File: config.mk
export PLATFORM = sky130hd
export DESIGN_NAME = shift_pipe
export DESIGN_NICKNAME = d
export VERILOG_FILES = /design/src/rtl/shift_pipe.sv
export SDC_FILE = /design/constraint.sdc
export NUM_CORES = 1
export LEC_CHECK = 0
export CORE_MARGIN = 2
export CORE_UTILIZATION = 40
export DETAILED_ROUTE_END_ITERATION = 10
export HOLD_SLACK_MARGIN = 0.15
export SLEW_MARGIN = 20
export SYNTH_ARGS = -nofsm -noshare
export SYNTH_HDL_FRONTEND = slang
export SYNTH_SLANG_ARGS = --single-unit
File: constraint.sdc
create_clock -name clk -period 3.9 [get_ports clk]
set_input_delay 1.17 -clock clk [delete_from_list [all_inputs] [get_ports clk]]
set_output_delay 1.17 -clock clk [all_outputs]
set_load 0.02 [all_outputs]
File: src/rtl/shift_pipe.sv
// shift_pipe: pipelined barrel shifter/rotator for WIDTH-bit words.
//
// Shifts or rotates din by shamt. The direction (lr) and the fill mode
// (mode) are chosen per transaction. Each of the SHW = log2(WIDTH) mux
// stages shifts by 2^k. With STAGE_REG=1 every stage is registered, which
// gives a valid/ready streaming pipeline (latency SHW, capacity SHW).
// With STAGE_REG=0 the mux tree is combinational and feeds one output
// register (latency 1, capacity 1).
//
// Ports:
//   clk        in   rising-edge clock
//   rst        in   synchronous active-high reset
//   in_valid   in   input transaction present
//   in_ready   out  block accepts input this cycle (combinational from out_ready)
//   din        in   WIDTH-bit operand
//   shamt      in   SHW-bit shift amount
//   lr         in   0 = right, 1 = left
//   mode       in   00 logical, 01 arithmetic, 10 rotate, 11 treated as logical
//   out_valid  out  result present
//   out_ready  in   consumer accepts result
//   dout       out  WIDTH-bit result, held while stalled and after out_valid drops
//   inflight   out  number of valid transactions held in the block
module shift_pipe #(
    parameter int unsigned WIDTH     = 8,
    parameter bit          STAGE_REG = 1'b1
) (
    input  logic                     clk,
    input  logic                     rst,
    input  logic                     in_valid,
    output logic                     in_ready,
    input  logic [WIDTH-1:0]         din,
    input  logic [$clog2(WIDTH)-1:0] shamt,
    input  logic                     lr,
    input  logic [1:0]               mode,
    output logic                     out_valid,
    input  logic                     out_ready,
    output logic [WIDTH-1:0]         dout,
    output logic [$clog2(WIDTH):0]   inflight
);

    localparam int unsigned SHW = $clog2(WIDTH);
    localparam logic [SHW:0] ONE = 1;

    typedef enum logic [1:0] {
        MODE_LOGIC  = 2'b00,
        MODE_ARITH  = 2'b01,
        MODE_ROTATE = 2'b10,
        MODE_RSVD   = 2'b11
    } mode_e;

    // One mux stage: shift d by the constant s (s < WIDTH).
    function automatic logic [WIDTH-1:0] shift_step(
        input logic [WIDTH-1:0] d,
        input logic             left,
        input logic [1:0]       md,
        input logic             sgn,
        input int unsigned      s
    );
        logic [WIDTH-1:0] ones;
        logic [WIDTH-1:0] res;
        ones = '1;
        res  = '0;
        if (left) begin
            if (mode_e'(md) == MODE_ROTATE) res = (d << s) | (d >> (WIDTH - s));
            else                            res = d << s;
        end else begin
            case (mode_e'(md))
                MODE_ROTATE: res = (d >> s) | (d << (WIDTH - s));
                MODE_ARITH:  res = (d >> s) | (sgn ? ~(ones >> s) : '0);
                default:     res = d >> s;
            endcase
        end
        return res;
    endfunction

    logic w_in_xfer;
    logic w_out_xfer;

    if (STAGE_REG) begin : g_pipe
        // w_load[k]: stage k register loads this cycle; w_load[SHW] is the consumer.
        logic [SHW:0] w_load;
        assign w_load[SHW] = out_ready;

        for (genvar k = 0; k < SHW; k++) begin : g_stage
            // Only the not-yet-applied shamt bits travel with the data:
            // bit 0 of w_amt is this stage's control bit.
            logic [SHW-k-1:0] w_amt;
            logic [WIDTH-1:0] w_src;
            logic [WIDTH-1:0] w_res;
            logic             w_lr;
            logic             w_sgn;
            logic             w_vld;
            logic [1:0]       w_mode;
            logic [WIDTH-1:0] r_data;
            logic             r_vld;

            if (k == 0) begin : g_first
                assign w_src  = din;
                assign w_amt  = shamt;
                assign w_lr   = lr;
                assign w_mode = mode;
                assign w_sgn  = din[WIDTH-1];
                assign w_vld  = in_valid;
            end else begin : g_next
                assign w_src  = g_stage[k-1].r_data;
                assign w_amt  = g_stage[k-1].g_ctl.r_amt;
                assign w_lr   = g_stage[k-1].g_ctl.r_lr;
                assign w_mode = g_stage[k-1].g_ctl.r_mode;
                assign w_sgn  = g_stage[k-1].g_ctl.r_sgn;
                assign w_vld  = g_stage[k-1].r_vld;
            end

            assign w_res     = w_amt[0] ? shift_step(w_src, w_lr, w_mode, w_sgn, 32'd1 << k) : w_src;
            assign w_load[k] = !r_vld || w_load[k+1];

            // Data only changes when a valid word arrives, so the last
            // stage keeps its value when a bubble moves in behind it.
            always_ff @(posedge clk) begin
                if (rst) begin
                    r_vld  <= 1'b0;
                    r_data <= '0;
                end else if (w_load[k]) begin
                    r_vld <= w_vld;
                    if (w_vld) r_data <= w_res;
                end
            end

            // The last stage has no downstream mux, so it keeps no control fields.
            if (k < SHW - 1) begin : g_ctl
                logic [SHW-k-2:0] r_amt;
                logic             r_lr;
                logic             r_sgn;
                logic [1:0]       r_mode;

                always_ff @(posedge clk) begin
                    if (w_load[k] && w_vld) begin
                        r_amt  <= w_amt[SHW-k-1:1];
                        r_lr   <= w_lr;
                        r_sgn  <= w_sgn;
                        r_mode <= w_mode;
                    end
                end
            end
        end

        assign in_ready  = w_load[0];
        assign out_valid = g_stage[SHW-1].r_vld;
        assign dout      = g_stage[SHW-1].r_data;
    end else begin : g_comb
        logic [WIDTH-1:0] w_acc;
        logic [WIDTH-1:0] r_dout;
        logic             r_ovld;
        logic             w_rdy;

        always_comb begin
            w_acc = din;
            for (int unsigned k = 0; k < SHW; k++) begin
                if (shamt[k]) w_acc = shift_step(w_acc, lr, mode, din[WIDTH-1], 32'd1 << k);
            end
        end

        assign w_rdy = !r_ovld || out_ready;

        always_ff @(posedge clk) begin
            if (rst) begin
                r_ovld <= 1'b0;
                r_dout <= '0;
            end else if (w_rdy) begin
                r_ovld <= in_valid;
                if (in_valid) r_dout <= w_acc;
            end
        end

        assign in_ready  = w_rdy;
        assign out_valid = r_ovld;
        assign dout      = r_dout;
    end

    assign w_in_xfer  = in_valid && in_ready;
    assign w_out_xfer = out_valid && out_ready;

    logic [SHW:0] r_inflight;

    always_ff @(posedge clk) begin
        if (rst) begin
            r_inflight <= '0;
        end else begin
            case ({w_in_xfer, w_out_xfer})
                2'b10:   r_inflight <= r_inflight + ONE;
                2'b01:   r_inflight <= r_inflight - ONE;
                default: r_inflight <= r_inflight;
            endcase
        end
    end

    assign inflight = r_inflight;

endmodule

; Word-level counts from Yosys, hierarchy flattened
; Index checks and enable logic that the tools add are counted.
[totals]
register_bits = 42
in_bits = 18
out_inout_bits = 14
wordCells = 62
[op_classes]
addsub = 2
eq_ne = 8
muxes = 16
bitwise_logic = 8
reduce_logical = 13
[ops]
columns = op, count
row1 = 8-bit 2-to-1 mux, 12
row2 = 8-bit one-hot mux with 2 select lines, 3
row3 = 4-bit by 8-bit bitwise OR with 8-bit output, 2
row4 = 6-bit by 8-bit bitwise OR with 8-bit output, 2
row5 = 7-bit by 8-bit bitwise OR with 8-bit output, 2
row6 = 2-bit by 1-bit == test with 1-bit output (second input constant), 4
row7 = 2-bit == test (second input constant), 4
row8 = 8-bit by 1-bit bitwise OR with 8-bit output, 1
row9 = 8-bit by 2-bit bitwise OR with 8-bit output, 1
row10 = 4-bit one-hot mux with 2 select lines, 1
row11 = 2-bit AND reduction, 3
row12 = 4-bit by 1-bit adder with 4-bit output (second input constant), 1
row13 = 4-bit by 1-bit subtractor with 4-bit output (second input constant), 1
row14 = 1-bit logical AND, 3
row15 = 1-bit zero test, 3
row16 = 1-bit logical OR, 3
row17 = 2-bit nonzero test, 1

; Logic depth before layout (Yosys ltp)
[logic_depth]
word_depth = 7
ltp_mapped = 9
mapped_depth_nobuf = 9

; Least setup slack after synthesis
; Ideal clock, no wire load.
[synth_timing]
kind = input-to-reg
from = in out_ready
to = reg r_inflight[2], in the netlist inflight[2]
setup_time_ps = 70
t_arrival_ps = 2947
t_required_ps = 3830
slack_ps = 883
cell_stages = 9
n_path_buf = 0
cell_sequence = nand4b_2 -> nand2_4 -> ha_1 -> xor2_1 -> ha_1 -> a21oi_1 -> xor2_1 -> or3_1 -> a21oi_1
[synth_via]
elab_chain_len = 6
elab_cells_between_ends = 9
classes_between = 2 x eq/ne / 1 x mux / 6 x reduce/logical
[synth_lines]
columns = item, line_no
row1 = "start, declared", 36  ; input logic out_ready,
row2 = 1-bit logical OR (3 in a row), 114  ; assign w_load[k] = !r_vld || w_load[k+1];
row3 = 1-bit logical AND, 179  ; assign w_in_xfer = in_valid && in_ready;
row4 = 2-bit by 1-bit == test with 1-bit output / 2-bit == test (equally long branches), 188  ; case ({w_in_xfer, w_out_xfer})
row5 = 4-bit one-hot mux with 2 select lines / 2-bit nonzero test (equally long branches), n/a
row6 = "end signal, assigned", 189  ; 2'b10: r_inflight <= r_inflight + ONE;
row7 = "end signal, assigned", 190  ; 2'b01: r_inflight <= r_inflight - ONE;
row8 = "end signal, assigned", 191  ; default: r_inflight <= r_inflight;
row9 = "end, declared", 182  ; logic [SHW:0] r_inflight;
; Several ways; a longest one is shown, not always the timed one.
; A chain may end at the register's enable or synchronous reset.

; Worst setup path in the final report
[layout_timing]
from = in out_ready
to = out in_ready
[layout_via]
elab_chain_len = 3
[layout_lines]
columns = item, line_no
row1 = 1-bit logical OR (3 in a row), 114
row2 = "end, declared", 30  ; output logic in_ready,
; Every way passes these cells.

==> flow_summary.ini <==
[synth]
synthCells = 227
synth_area_um2 = 2120
synth_top_family_by_area = compound AO/OA/AOI/OAI gates
avgSynthCellArea_um2 = 9.34
synth_adder_area_share = 0.0531
synth_warnings = 0
ys_seq_area_frac = 0.449
ys_seq_elements = 42
synthXorXnorAreaFrac = 0.0124
synth_mux_area_frac = 0.0874
yosys.area_share.simple = 0.175
syn-num-nets = 254
ys_types = 37
synth_compound_gate_area_share = 0.179

[critical_path]
crit_type = input pin to primary output
path_max_fanout = 4
cp.required_ns = 2.73
setup.worst_path.end_class = primary output
crit_path_start_kind = input pin
arrival_ns = 2.47

[global_route]
grt_pass1_vias = 1512
grt_max_degree = 23
grtUsageTotal = 0.144
gr-total-overflow = 0
antenna_found_initial = 0
grt_pass1_wl_mm = 6.84

[final_layout]
multi_input_area_um2 = 1070
diodes = 0
drive_above_1_share = 0.0577
seq_area_um2 = 951
nNetsFinal = 286
areaGrowthSynthToFinish_pct = 22.0
fillers = 519
final_cell_area_um2 = 2580

[clock_tree]
cts_sinks = 42
ctsLongestPathBuffers = 2
clkSlewWorstSetupHoldPaths_ns = 0.07
cts-htree-levels = 2
cts_setup_buffers = 0
cts_tree = yes
postCtsHoldBufs = 0
clockRootBuffer = clkbuf_8
cts_made_buffers = 5
clock_latency_ns = 0.29
cts_resized = 0

[detailed_routing]
wl_per_cell_um = 12.4
dr.pass1.iters = 4
ant_nets = 0
viasPerCell = 5.15
drc = 0
drt-total-wl_mm = 4.08
met2_length_mm = 1.97
wl_met1_mm = 1.88
top_layer_used = met4
drt-initial-drc-count = 96
met3_length_um = 132
dr_total_vias = 1699

[power]
ir_drop_mv = 0.129
powerDensity_nw_per_um2 = 352
cellLeakagePower_nw = 0.998

[timing]
tightest_slew_ns = 0.747
slew_headroom = 0.501
period_share = 0.933
worst_hold_slack_ns = 0.421
timing_hold_violations_final = 0
finalSetupViolations = 0
finalSetupTns_ns = 0
drv_slew = 0
rsz0062_at_grt = false
fin_crit_ns = 3.64
max_freq_mhz = 275
skew_ns = 0.00426

[placement]
io_buffers = 31
gp_congestion = 0.796
place_area_um2 = 2490
dp_hpwl_mm = 3.10

[floorplan]
die_area_um2 = 5900
die_h_um = 76.8
rows = 26
coreArea_um2 = 5110
io-pin-count = 32
start_util = 0.415
die_x_um = 76.8

[run]
maxCapViolCount = 0

[hold_path]
holdCritPathClass = flop to flop

[outcome]
status = completed
[cells in the mapped netlist]
cell       number  area, um^2
dfxtp_1        31         621
a311oi_1        4        35.0
nand2b_1        6        37.5
nor2b_1         8        50.1
and2_1          1        6.26
nand3b_1        2        15.0
nand2_1        21        78.8
nand2_4         1        11.3
buf_6           1        11.3
ha_1            9         113
nor3_1          4        20.0
o32ai_1         2        17.5
o2111ai_1       3        26.3
o221ai_1        1        8.76
o21a_1          1        7.51
a32o_1          1        10.0
o21ai_0         3        15.0
clkbuf_1        4        15.0
nand2_2         1        6.26
nand3_1         6        30.0
a21oi_1        23         115
a22oi_1         3        22.5
nor3b_1         1        7.51
mux2_4          1        15.0
xor2_1          3        26.3
buf_2           4        20.0
o22ai_1         3        18.8
edfxtp_1       11         330
mux2i_1        17         170
o31ai_1         1        7.51
inv_1          12        45.0
inv_2           1        3.75
nand4b_2        1        15.0
or3_1           1        6.26
o211ai_1        8        60.1
nor2_1         23        86.3
o311ai_0        4        35.0
[logic make-up (layout without fill, tap and decap cells)]
kind of cell	Yosys count	count (layout)
flops	42	42
fa+ha+maj	9	9
xor+xnor	3	3
buf+inv	22	55
simple gates	76	76
compound gates	57	57
mux	18	18
[report_power, final]
group	total, mW	internal (mW)	switching, mW
clock network	0.282	0.143	0.139
logic	0.130	0.0649	0.0651
registers	0.497	0.471	0.0256
total	0.909	0.679	0.230
[flip-flops by register name (all words and copies together), names as in the netlist]
signal	flops
inflight	4
g_pipe.g_stage.r_data	16
g_pipe.g_stage.g_ctl.r_mode	4
out_valid	1
g_pipe.g_stage.g_ctl.r_amt	3
dout	8
g_pipe.g_stage.g_ctl.r_lr	2
g_pipe.g_stage.g_ctl.r_sgn	2
g_pipe.g_stage.r_vld	2
[layout make-up]
class	count	area share
clock inverters	1	0.00194
inverters	13	0.0189
clock buffers	7	0.0334
multi-input cells	163	0.415
well taps	70	0.0339
repair buffers	34	0.129
flip-flops and latches	42	0.368
[per-stage QoR]
| step | worst slack, ns | std cells | utilization | power (mW) |
|---|---|---|---|---|
| after floorplan | 0.883 | 227 | - | 0.583 |
| after global placement | 0.253 | 322 | 0.488 | 0.636 |
| after detailed placement | 0.251 | 322 | 0.488 | 0.637 |
| after CTS | 0.245 | 330 | 0.506 | 0.923 |
| after global routing | 0.210 | 330 | 0.506 | 0.964 |
| final | 0.262 | 330 | 0.506 | 0.909 |
[worst paths after layout]
path,startpoint,end,slack (ns),cells after the start
hold / removal,g_pipe.g_stage[0].g_ctl.r_amt[1],g_pipe.g_stage[1].g_ctl.r_amt,0.42,0
setup / recovery,out_ready,in_ready,0.26,3
hold reg to reg,g_pipe.g_stage[0].g_ctl.r_amt[1],g_pipe.g_stage[1].g_ctl.r_amt,0.42,0
setup reg to reg,out_valid,inflight[2],1.66,10
[worst max-delay path, cell delays in order]
cell and delay [ns]:
clkdlybuf4s50_1 0.50, nand4b_2 0.17, clkdlybuf4s50_1 0.63
[layer usage]
layer | track usage | vias up
met2 | 0.239 | 30
met1 | 0.176 | 776
met5 | 0 | -
met3 | 0.0318 | 9
met4 | 0.0709 | 0
li1 | - | 884
[cell usage in the layout (no fill, tap or decap), types with 2 or more instances in the layout]
cell type        netlist  layout
a21oi_1               23      23
a22oi_1                3       3
a311oi_1               4       4
buf_4                  0       3
clkbuf_8               0       6
clkdlybuf4s50_1        0      31
dfxtp_1               31      31
edfxtp_1              11      11
ha_1                   9       9
inv_1                 12      12
mux2i_1               17      17
nand2_1               21      21
nand2b_1               6       6
nand3_1                6       6
nand3b_1               2       2
nor2_1                23      23
nor2b_1                8       8
nor3_1                 4       4
o2111ai_1              3       3
o211ai_1               8       8
o21ai_0                3       3
o22ai_1                3       3
o311ai_0               4       4
o32ai_1                2       2
xor2_1                 3       3
Note: power is estimated with default switching activity, not from simulation.
